### config.mk
export PLATFORM = sky130hd
export DESIGN_NAME = mips32_multicycle_sequencer_flat
export DESIGN_NICKNAME = d
export VERILOG_FILES = /design/src/rtl/mips32_multicycle_sequencer_if.sv /design/src/rtl/mips32_multicycle_sequencer.sv /design/src/flat_wrapper.sv
export SDC_FILE = /design/constraint.sdc
export NUM_CORES = 1
export LEC_CHECK = 0
export BUFFER_PORTS_ARGS = -buffer_cell sky130_fd_sc_hd__buf_4
export CAP_MARGIN = 20
export CORE_UTILIZATION = 45
export CTS_CLUSTER_SIZE = 14
export DETAILED_ROUTE_END_ITERATION = 12
export PLACE_DENSITY = 0.75
export SYNTH_ARGS = -nofsm -noshare
export SYNTH_HDL_FRONTEND = slang
export SYNTH_SLANG_ARGS = --single-unit
### constraint.sdc
create_clock -name clk -period 3.1 [get_ports clk]
set_input_delay 0 -clock clk [delete_from_list [all_inputs] [get_ports clk]]
set_output_delay 0 -clock clk [all_outputs]
set_load 0.01 [all_outputs]
### src/rtl/mips32_multicycle_sequencer_if.sv
// Control/status bundle between the multi-cycle sequencer (master) and the datapath/memory side (slave).
interface mips32_multicycle_sequencer_if #(
    parameter int unsigned CNT_W = 32
);
    logic [5:0]       opc;
    logic [5:0]       func;
    logic             aluZero;
    logic             memReady;
    logic             irWrite;
    logic             pcWrite;
    logic [1:0]       pcSrc;
    logic             iorD;
    logic             memRead;
    logic             memWrite;
    logic             aluSrcA;
    logic [1:0]       aluSrcB;
    logic [2:0]       aluFunc;
    logic             bitXtend;
    logic             rfWriteEnable;
    logic [1:0]       rfWriteDataSel;
    logic             rfWriteAddrSel;
    logic             invOpcode;
    logic             memTimeout;
    logic [3:0]       state;
    logic [CNT_W-1:0] retired;

    modport master (
        input  opc, func, aluZero, memReady,
        output irWrite, pcWrite, pcSrc, iorD, memRead, memWrite, aluSrcA, aluSrcB,
               aluFunc, bitXtend, rfWriteEnable, rfWriteDataSel, rfWriteAddrSel,
               invOpcode, memTimeout, state, retired
    );

    modport slave (
        output opc, func, aluZero, memReady,
        input  irWrite, pcWrite, pcSrc, iorD, memRead, memWrite, aluSrcA, aluSrcB,
               aluFunc, bitXtend, rfWriteEnable, rfWriteDataSel, rfWriteAddrSel,
               invOpcode, memTimeout, state, retired
    );
endinterface

### src/rtl/mips32_multicycle_sequencer.sv
// Multi-cycle MIPS32 control FSM: sequences fetch/decode/execute/memory/writeback over a shared
// memory port, traps on unsupported opcodes or memory stalls, and counts retired instructions.
module mips32_multicycle_sequencer #(
    parameter int unsigned MEM_TIMEOUT = 15,
    parameter int unsigned CNT_W       = 32
) (
    input logic                          clk,
    input logic                          rst,
    mips32_multicycle_sequencer_if.master bus
);
    localparam logic [3:0] S_FETCH  = 4'd0;
    localparam logic [3:0] S_DECODE = 4'd1;
    localparam logic [3:0] S_EXEC_R = 4'd2;
    localparam logic [3:0] S_EXEC_I = 4'd3;
    localparam logic [3:0] S_ADDR   = 4'd4;
    localparam logic [3:0] S_MEM_RD = 4'd5;
    localparam logic [3:0] S_MEM_WR = 4'd6;
    localparam logic [3:0] S_WB_ALU = 4'd7;
    localparam logic [3:0] S_WB_MEM = 4'd8;
    localparam logic [3:0] S_BRANCH = 4'd9;
    localparam logic [3:0] S_JUMP   = 4'd10;
    localparam logic [3:0] S_HALT   = 4'd15;

    localparam logic [5:0] OP_RTYPE = 6'h00;
    localparam logic [5:0] OP_J     = 6'h02;
    localparam logic [5:0] OP_BEQ   = 6'h04;
    localparam logic [5:0] OP_BNE   = 6'h05;
    localparam logic [5:0] OP_ADDI  = 6'h08;
    localparam logic [5:0] OP_SLTI  = 6'h0A;
    localparam logic [5:0] OP_ANDI  = 6'h0C;
    localparam logic [5:0] OP_ORI   = 6'h0D;
    localparam logic [5:0] OP_LW    = 6'h23;
    localparam logic [5:0] OP_SW    = 6'h2B;

    localparam logic [5:0] FN_ADD = 6'h20;
    localparam logic [5:0] FN_SUB = 6'h22;
    localparam logic [5:0] FN_AND = 6'h24;
    localparam logic [5:0] FN_OR  = 6'h25;
    localparam logic [5:0] FN_SLT = 6'h2A;

    localparam logic [2:0] ALU_AND = 3'b000;
    localparam logic [2:0] ALU_OR  = 3'b001;
    localparam logic [2:0] ALU_ADD = 3'b010;
    localparam logic [2:0] ALU_SUB = 3'b110;
    localparam logic [2:0] ALU_SLT = 3'b111;

    localparam logic [7:0] WAIT_LAST = 8'(MEM_TIMEOUT - 1);

    logic [3:0]       r_state;
    logic [7:0]       r_wait;
    logic [CNT_W-1:0] r_retired;
    logic             r_inv;
    logic             r_tmo;

    logic [3:0] w_next;
    logic       w_retire;
    logic       w_set_inv;
    logic       w_set_tmo;
    logic       w_waiting;
    logic       w_wait_last;
    logic       w_irWrite, w_pcWrite, w_iorD, w_memRead, w_memWrite, w_aluSrcA;
    logic       w_bitXtend, w_rfWriteEnable, w_rfWriteAddrSel;
    logic [1:0] w_pcSrc, w_aluSrcB, w_rfWriteDataSel;
    logic [2:0] w_aluFunc;

    assign w_waiting   = (r_state == S_FETCH) || (r_state == S_MEM_RD) || (r_state == S_MEM_WR);
    assign w_wait_last = (r_wait == WAIT_LAST);

    always_comb begin
        w_next           = r_state;
        w_retire         = 1'b0;
        w_set_inv        = 1'b0;
        w_set_tmo        = 1'b0;
        w_irWrite        = 1'b0;
        w_pcWrite        = 1'b0;
        w_pcSrc          = 2'd0;
        w_iorD           = 1'b0;
        w_memRead        = 1'b0;
        w_memWrite       = 1'b0;
        w_aluSrcA        = 1'b0;
        w_aluSrcB        = 2'd0;
        w_aluFunc        = ALU_ADD;
        w_bitXtend       = 1'b0;
        w_rfWriteEnable  = 1'b0;
        w_rfWriteDataSel = 2'd0;
        w_rfWriteAddrSel = 1'b0;
        case (r_state)
            S_FETCH: begin
                w_memRead = 1'b1;
                w_aluSrcB = 2'd1;
                // memReady on the limit cycle takes priority over the trap
                if (bus.memReady) begin
                    w_irWrite = 1'b1;
                    w_pcWrite = 1'b1;
                    w_next    = S_DECODE;
                end else if (w_wait_last) begin
                    w_set_tmo = 1'b1;
                    w_next    = S_HALT;
                end
            end
            S_DECODE: begin
                w_aluSrcB = 2'd3;
                case (bus.opc)
                    OP_RTYPE: begin
                        case (bus.func)
                            FN_ADD, FN_SUB, FN_AND, FN_OR, FN_SLT: w_next = S_EXEC_R;
                            default: begin
                                w_next    = S_HALT;
                                w_set_inv = 1'b1;
                            end
                        endcase
                    end
                    OP_ADDI, OP_SLTI, OP_ANDI, OP_ORI: w_next = S_EXEC_I;
                    OP_LW, OP_SW:                      w_next = S_ADDR;
                    OP_BEQ, OP_BNE:                    w_next = S_BRANCH;
                    OP_J:                              w_next = S_JUMP;
                    default: begin
                        w_next    = S_HALT;
                        w_set_inv = 1'b1;
                    end
                endcase
            end
            S_EXEC_R: begin
                w_aluSrcA        = 1'b1;
                w_rfWriteAddrSel = 1'b1;
                case (bus.func)
                    FN_SUB:  w_aluFunc = ALU_SUB;
                    FN_AND:  w_aluFunc = ALU_AND;
                    FN_OR:   w_aluFunc = ALU_OR;
                    FN_SLT:  w_aluFunc = ALU_SLT;
                    default: w_aluFunc = ALU_ADD;
                endcase
                w_next = S_WB_ALU;
            end
            S_EXEC_I: begin
                w_aluSrcA = 1'b1;
                w_aluSrcB = 2'd2;
                case (bus.opc)
                    OP_SLTI: w_aluFunc = ALU_SLT;
                    OP_ANDI: w_aluFunc = ALU_AND;
                    OP_ORI:  w_aluFunc = ALU_OR;
                    default: w_aluFunc = ALU_ADD;
                endcase
                w_bitXtend = (bus.opc == OP_ANDI) || (bus.opc == OP_ORI);
                w_next     = S_WB_ALU;
            end
            S_WB_ALU: begin
                w_rfWriteEnable  = 1'b1;
                w_rfWriteAddrSel = (bus.opc == OP_RTYPE);
                w_retire         = 1'b1;
                w_next           = S_FETCH;
            end
            S_ADDR: begin
                w_aluSrcA = 1'b1;
                w_aluSrcB = 2'd2;
                w_next    = (bus.opc == OP_SW) ? S_MEM_WR : S_MEM_RD;
            end
            S_MEM_RD: begin
                w_memRead = 1'b1;
                w_iorD    = 1'b1;
                if (bus.memReady) begin
                    w_next = S_WB_MEM;
                end else if (w_wait_last) begin
                    w_set_tmo = 1'b1;
                    w_next    = S_HALT;
                end
            end
            S_WB_MEM: begin
                w_rfWriteEnable  = 1'b1;
                w_rfWriteDataSel = 2'd1;
                w_retire         = 1'b1;
                w_next           = S_FETCH;
            end
            S_MEM_WR: begin
                w_memWrite = 1'b1;
                w_iorD     = 1'b1;
                if (bus.memReady) begin
                    w_retire = 1'b1;
                    w_next   = S_FETCH;
                end else if (w_wait_last) begin
                    w_set_tmo = 1'b1;
                    w_next    = S_HALT;
                end
            end
            S_BRANCH: begin
                w_aluSrcA = 1'b1;
                w_aluFunc = ALU_SUB;
                w_pcSrc   = 2'd1;
                w_pcWrite = ((bus.opc == OP_BEQ) && bus.aluZero) ||
                            ((bus.opc == OP_BNE) && !bus.aluZero);
                w_retire  = 1'b1;
                w_next    = S_FETCH;
            end
            S_JUMP: begin
                w_pcWrite = 1'b1;
                w_pcSrc   = 2'd2;
                w_retire  = 1'b1;
                w_next    = S_FETCH;
            end
            S_HALT:  w_next = S_HALT;
            default: w_next = S_HALT;
        endcase
    end

    always_ff @(posedge clk) begin
        if (!rst) begin
            r_state   <= S_FETCH;
            r_wait    <= '0;
            r_retired <= '0;
            r_inv     <= 1'b0;
            r_tmo     <= 1'b0;
        end else begin
            r_state <= w_next;
            // every wait state is entered from a different state, so a transition clears the counter
            if (w_next != r_state) begin
                r_wait <= '0;
            end else if (w_waiting && !bus.memReady) begin
                r_wait <= r_wait + 8'd1;
            end
            if (w_retire) begin
                r_retired <= r_retired + CNT_W'(1);
            end
            if (w_set_inv) begin
                r_inv <= 1'b1;
            end
            if (w_set_tmo) begin
                r_tmo <= 1'b1;
            end
        end
    end

    assign bus.irWrite        = w_irWrite;
    assign bus.pcWrite        = w_pcWrite;
    assign bus.pcSrc          = w_pcSrc;
    assign bus.iorD           = w_iorD;
    assign bus.memRead        = w_memRead;
    assign bus.memWrite       = w_memWrite;
    assign bus.aluSrcA        = w_aluSrcA;
    assign bus.aluSrcB        = w_aluSrcB;
    assign bus.aluFunc        = w_aluFunc;
    assign bus.bitXtend       = w_bitXtend;
    assign bus.rfWriteEnable  = w_rfWriteEnable;
    assign bus.rfWriteDataSel = w_rfWriteDataSel;
    assign bus.rfWriteAddrSel = w_rfWriteAddrSel;
    assign bus.invOpcode      = r_inv;
    assign bus.memTimeout     = r_tmo;
    assign bus.state          = r_state;
    assign bus.retired        = r_retired;
endmodule
### src/flat_wrapper.sv
// flat-port wrapper written by rule: the top's interface ports become plain ports
module mips32_multicycle_sequencer_flat 
#(
    parameter int unsigned MEM_TIMEOUT = 15,
    parameter int unsigned CNT_W       = 32
)
  (clk, rst, bus_opc, bus_func, bus_aluZero, bus_memReady, bus_irWrite, bus_pcWrite, bus_pcSrc, bus_iorD, bus_memRead, bus_memWrite, bus_aluSrcA, bus_aluSrcB, bus_aluFunc, bus_bitXtend, bus_rfWriteEnable, bus_rfWriteDataSel, bus_rfWriteAddrSel, bus_invOpcode, bus_memTimeout, bus_state, bus_retired);
  mips32_multicycle_sequencer_if #(.CNT_W(CNT_W)) bus_i ();
  input logic clk;
  input logic rst;
  input wire logic [$bits(bus_i.opc)-1:0] bus_opc;
  input wire logic [$bits(bus_i.func)-1:0] bus_func;
  input wire logic [$bits(bus_i.aluZero)-1:0] bus_aluZero;
  input wire logic [$bits(bus_i.memReady)-1:0] bus_memReady;
  output wire logic [$bits(bus_i.irWrite)-1:0] bus_irWrite;
  output wire logic [$bits(bus_i.pcWrite)-1:0] bus_pcWrite;
  output wire logic [$bits(bus_i.pcSrc)-1:0] bus_pcSrc;
  output wire logic [$bits(bus_i.iorD)-1:0] bus_iorD;
  output wire logic [$bits(bus_i.memRead)-1:0] bus_memRead;
  output wire logic [$bits(bus_i.memWrite)-1:0] bus_memWrite;
  output wire logic [$bits(bus_i.aluSrcA)-1:0] bus_aluSrcA;
  output wire logic [$bits(bus_i.aluSrcB)-1:0] bus_aluSrcB;
  output wire logic [$bits(bus_i.aluFunc)-1:0] bus_aluFunc;
  output wire logic [$bits(bus_i.bitXtend)-1:0] bus_bitXtend;
  output wire logic [$bits(bus_i.rfWriteEnable)-1:0] bus_rfWriteEnable;
  output wire logic [$bits(bus_i.rfWriteDataSel)-1:0] bus_rfWriteDataSel;
  output wire logic [$bits(bus_i.rfWriteAddrSel)-1:0] bus_rfWriteAddrSel;
  output wire logic [$bits(bus_i.invOpcode)-1:0] bus_invOpcode;
  output wire logic [$bits(bus_i.memTimeout)-1:0] bus_memTimeout;
  output wire logic [$bits(bus_i.state)-1:0] bus_state;
  output wire logic [$bits(bus_i.retired)-1:0] bus_retired;
  assign bus_i.opc = bus_opc;
  assign bus_i.func = bus_func;
  assign bus_i.aluZero = bus_aluZero;
  assign bus_i.memReady = bus_memReady;
  assign bus_irWrite = bus_i.irWrite;
  assign bus_pcWrite = bus_i.pcWrite;
  assign bus_pcSrc = bus_i.pcSrc;
  assign bus_iorD = bus_i.iorD;
  assign bus_memRead = bus_i.memRead;
  assign bus_memWrite = bus_i.memWrite;
  assign bus_aluSrcA = bus_i.aluSrcA;
  assign bus_aluSrcB = bus_i.aluSrcB;
  assign bus_aluFunc = bus_i.aluFunc;
  assign bus_bitXtend = bus_i.bitXtend;
  assign bus_rfWriteEnable = bus_i.rfWriteEnable;
  assign bus_rfWriteDataSel = bus_i.rfWriteDataSel;
  assign bus_rfWriteAddrSel = bus_i.rfWriteAddrSel;
  assign bus_invOpcode = bus_i.invOpcode;
  assign bus_memTimeout = bus_i.memTimeout;
  assign bus_state = bus_i.state;
  assign bus_retired = bus_i.retired;
  mips32_multicycle_sequencer #(.MEM_TIMEOUT(MEM_TIMEOUT), .CNT_W(CNT_W)) u_core (.clk(clk), .rst(rst), .bus(bus_i));
endmodule
-- Word level (Yosys, flattened, before mapping)
Cells that the tools add are included.
- register bits after elaboration: 46
- bits of input ports: 16
- output and inout port bits: 56
- word-level logic and storage cells: 90
- add/subtract/negate cells: 2
- equality and inequality tests: 26
- muxes and demuxes: 31
- bitwise operators: 1
- reductions and logical operators: 25
- operator list (cell ; count):
    6-bit == test, second input constant ; 7
    32-bit by 1-bit adder with 32-bit output, second input constant ; 1
    4-bit case mux with 7 select lines ; 1
    6-bit by 4-bit == test with 1-bit output, second input constant ; 4
    4-bit 2-to-1 mux ; 5
    4-bit case mux with 5 select lines ; 1
    3-bit case mux with 3 select lines ; 2
    4-bit by 3-bit == test with 1-bit output, second input constant ; 4
    2-bit OR reduction ; 8
    1-bit 2-to-1 mux ; 14
    4-bit == test, second input constant ; 3
    6-bit by 3-bit == test with 1-bit output, second input constant ; 2
    3-bit case mux with 4 select lines ; 1
    4-bit OR reduction ; 3
    9-bit OR reduction ; 1
    8-bit by 1-bit adder with 8-bit output, second input constant ; 1
    4-bit by 2-bit == test with 1-bit output, second input constant ; 2
    8-bit by 4-bit == test with 1-bit output, second input constant ; 1
    6-bit by 2-bit == test with 1-bit output, second input constant ; 1
    6-bit zero test ; 1
    1-bit case mux with 2 select lines ; 3
    2-bit case mux with 3 select lines ; 1
    5-bit OR reduction ; 1
    4-bit by 1-bit == test with 1-bit output, second input constant ; 1
    other kinds (10) ; 16

-- Longest topological paths before layout
- word-level depth: 7
- mapped depth: 10
- gate-level depth less buffers: 9

-- Worst setup path after synthesis
Ideal clock, no wire load.
- kind: register -> register
- from: reg u_core.r_state[1] (netlist: u_core.bus.state[1])
- to: reg u_core.r_retired[31] (netlist: u_core.bus.retired[31])
- library setup time: 0.070 ns
- arrival: 2.399 ns
- setup slack: 0.631 ns
- cell stages (with the launch flop): 10
- path buffers: 3
- cells stage by stage: dfxtp_1 -> buf_2 -> and2b_1 -> a32o_2 -> or4b_1 -> buf_2 -> or3_1 -> buf_6 -> or3_1 -> a21boi_1
- cells in the longest elaborated chain, start to end: 3
- elaborated cells between the ends (all ways): 7
- RTL lines (element ; RTL line ; source):
    start, declared ; mips32_multicycle_sequencer.sv:49 ; logic [3:0] r_state;
    start signal, assigned ; mips32_multicycle_sequencer.sv:213 ; r_state <= w_next;
    4-bit by 3-bit == test with 1-bit output / 4-bit == test (equally long branches) ; mips32_multicycle_sequencer.sv:87 ; case (r_state)
    4-bit OR reduction (no line) ; -- ;
    1-bit case mux with 2 select lines (*) ; mips32_multicycle_sequencer.sv:87 ;
    end signal, assigned ; mips32_multicycle_sequencer.sv:221 ; r_retired <= r_retired + CNT_W'(1);
    end, declared ; mips32_multicycle_sequencer.sv:51 ; logic [CNT_W-1:0] r_retired;
Mark *: on every way between the ends. The rest lies on a longest branch, timed or not.
A chain may end at the register's enable or synchronous reset.

-- Final worst setup path
- from: reg u_core.r_state[0] (netlist: u_core.bus.state[0])
- to: reg u_core.r_wait[1]
- cells in the longest elaborated chain, start to end: 5
- elaborated cells between the ends (all ways): 23
- RTL lines (element ; RTL line ; source):
    4-bit by 3-bit == test with 1-bit output, or another cell as far along ; mips32_multicycle_sequencer.sv:87 ;
    4-bit OR reduction (no line), or another cell as far along ; -- ;
    4-bit case mux with 7 select lines ; mips32_multicycle_sequencer.sv:87 ;
    4-bit != test ; mips32_multicycle_sequencer.sv:215 ; if (w_next != r_state) begin
    2-bit OR reduction (no line) ; -- ;
    end signal, assigned ; mips32_multicycle_sequencer.sv:218 ; r_wait <= r_wait + 8'd1;
    end, declared ; mips32_multicycle_sequencer.sv:50 ; logic [7:0] r_wait;
Several ways; a longest one is shown, not always the timed one.

==> flow_summary.json <==
{
  "dr.pass1.iters": 4,
  "cp-end-kind": "flop",
  "period_needed_ns": 2.73,
  "path_clk_slew_ns": 0.09,
  "drtAntennaViolNets": 0,
  "nFillCells": 566,
  "antennaDiodeCount": 0,
  "relSlewSlack_pct": 60.6,
  "drtIter0Drc": 223,
  "routed_wl_um": 6730,
  "irDropWorstVdd_mv": 0.338,
  "min_path_type": "in2reg",
  "critPathRequiredTime_ns": 3.32,
  "nets": 440,
  "synthFlopType": "dfxtp_1",
  "grtUsageTotal_pct": 21.0,
  "rsz0062_at_grt": "no",
  "ys_types": 60,
  "fin_setup_tns_ns": 0,
  "finalPower_mw": 2.10,
  "io_pins": 72,
  "viasPerCell": 5.43,
  "cts_hold_buf": 0,
  "rows": 28,
  "crit_type": "reg2reg",
  "die_area_um2": 6570,
  "setup_violations": 0,
  "grt_max_degree": 41,
  "yosysSeqAreaShare_pct": 32.7,
  "synthCells": 359,
  "synth_seq_cells": 46,
  "area_growth_pct": 23.2,
  "timing.fmax_ghz": 0.366,
  "fin_skew_ns": 0.00972,
  "post-cts-setup-buffer-count": 0,
  "grt_pass1_vias": 2373,
  "path_cells": "buf_4, nor2b_1, or3b_2, nand4_1, a31oi_1, mux2_2, nand4_1, a211oi_1",
  "cts_tree": "yes",
  "numCtsBuffers": 5,
  "io_buffers": 70,
  "drive_gt1_share_pct": 23.7,
  "synth_area_um2": 2810,
  "die_x_um": 81.1,
  "drc": 0,
  "crit_path_start_kind": "flop",
  "hold_viol_final": 0,
  "crit_slowest_cell": "or3b_2",
  "cellPowerDensity_nw_per_um2": 605,
  "vias": 2699,
  "max_stage_delay_ns": 0.48,
  "clock_sinks": 46,
  "cts_resized": 0,
  "overflow": 0,
  "whs_ns": 0.0902,
  "clk_path_buf_depth": 2,
  "yosysTopAreaCellShare_pct": 32.7,
  "die_y_um": 81.1,
  "max-cap-violations": 0,
  "initial_utilization_pct": 47.0,
  "grt_pass1_wl_um": 10800,
  "tightest_slew_ns": 0.583,
  "finalCritPeriodShare_pct": 88.1,
  "ys_warn_count": 0,
  "place_congestion": 0.918,
  "wl_per_cell_um": 13.5,
  "syn_nets": 378,
  "synth_top_area_cell": "dfxtp_1",
  "hpwl_um": 4980,
  "synth_common_cells": "46 x dfxtp_1, 34 x nor2_1, 27 x nand2_1",
  "worstPathMaxFanout": 16,
  "cpMostUsedCell": "nand4_1",
  "synth_area_leaders": "dfxtp_1 33%, xor2_1 5.3%, and2_1 5.1%",
  "clock_latency_ns": 0.31,
  "synth-edff-count": 0,
  "synth.avg_cell_area_um2": 7.83,
  "synth-async-reset-ratio_pct": 0,
  "coreArea_um2": 5990,
  "critPathBufInv": 1,
  "htree_levels": 2,
  "slew_viol_final": 0,
  "synthMostInstantiatedCell": "dfxtp_1",
  "cp_top_family": "simple AND/OR/NAND/NOR gates",
  "critical_path_arrival_ns": 2.95,
  "cts_root_buf": "clkbuf_8",
  "p_leak_nw": 1.42,
  "antenna_found_initial": 0,
  "status": "finished, final reports clean"
}
-- worst reg2reg max path, stage by stage (launching register included) --
cell      delay, ns
dfxtp_1        0.44
buf_4          0.25
nor2b_1        0.45
or3b_2         0.48
nand4_1        0.11
a31oi_1        0.06
mux2_2         0.24
nand4_1        0.29
a211oi_1       0.32
-- worst paths after layout --
check                       startpoint                    to  slack, ns  depth (start not counted)
setup / recovery   u_core.bus.state[0]      u_core.r_wait[1]       0.37                          8
hold / removal                     rst   u_core.bus.state[3]       0.09                          2
setup reg to reg   u_core.bus.state[0]      u_core.r_wait[1]       0.37                          8
hold reg to reg   u_core.bus.invOpcode  u_core.bus.invOpcode       0.48                          1
-- cells by family (layout without fill, tap and decap cells) --
family,after synthesis,after routing,synth area share [%]
xor+xnor,32,32,9.96
other cells,1,1,0.133
mux,3,3,1.11
compound gates,61,61,14.7
fa+ha+maj,3,3,1.33
flops,46,46,32.7
simple gates,178,178,34.7
buf+inv,35,98,5.25
-- flip-flops by register name, summed over array words and instances, names as in the netlist --
| register | count |
|---|---|
| u_core.r_wait | 8 |
| u_core.bus.invOpcode | 1 |
| u_core.bus.state | 4 |
| u_core.bus.retired | 32 |
| u_core.bus.memTimeout | 1 |
-- report_power, final --
group,total (mW),leakage [nW],switching (mW),internal [mW]
clock,0.372,0.0452,0.213,0.159
sequential,0.687,0.372,0.0558,0.631
combinational,1.04,1.00,0.577,0.459
total,2.10,1.42,0.845,1.25
-- cell usage in the layout (no fill, tap or decap), types with 2 or more instances in the layout --
cell	count
buf_4	75
dfxtp_1	46
nor2_1	34
nand2_1	27
and2_1	23
nand3_1	18
xor2_1	17
o21ai_0	16
inv_1	15
xnor2_1	15
nor2b_1	12
nand4_1	11
or3_1	10
nor3_1	9
a21oi_1	9
a21boi_0	8
or2_2	7
nand2b_1	6
clkbuf_8	5
or4b_1	3
o22ai_1	3
and3_1	3
ha_1	3
nor4_1	2
mux2i_1	2
o211ai_1	2
a21o_1	2
o41ai_1	2
or3b_2	2
a31oi_1	2
o31a_1	2
o21a_1	2
nor3_2	2
-- area by class of cell --
class                      count  area [µm²]  area share [%]
tap                           75        93.8            2.71
clock buffer                   6        72.6            2.09
sequential                    46         921            26.6
timing repair buffer          75         563            16.3
multi-input combinational    278        1740            50.3
clock inverter                 2        13.8           0.397
inverter                      15        56.3            1.63
-- layer usage --
metal  vias to the layer above  part of all wire (%)  GRT usage, %
met1                      1254                    44          26.8
met5                         -                     0             0
li1                       1364                     -             -
met4                         0                  0.98          5.18
met3                         9                   6.2          5.51
met2                        72                    49          34.8
-- stage by stage --
step | util (%) | std cells | area, µm² | worst slack (ns)
after CTS | 57.8 | 497 | 3460 | 0.393
after detailed placement | 56.4 | 489 | 3380 | 0.417
final | 57.8 | 497 | 3460 | 0.370
after floorplan | - | 359 | 2810 | 0.631
after global placement | 56.4 | 489 | 3380 | 0.541
after global routing | 57.8 | 497 | 3460 | 0.142
(Power assumes the default switching activity.)
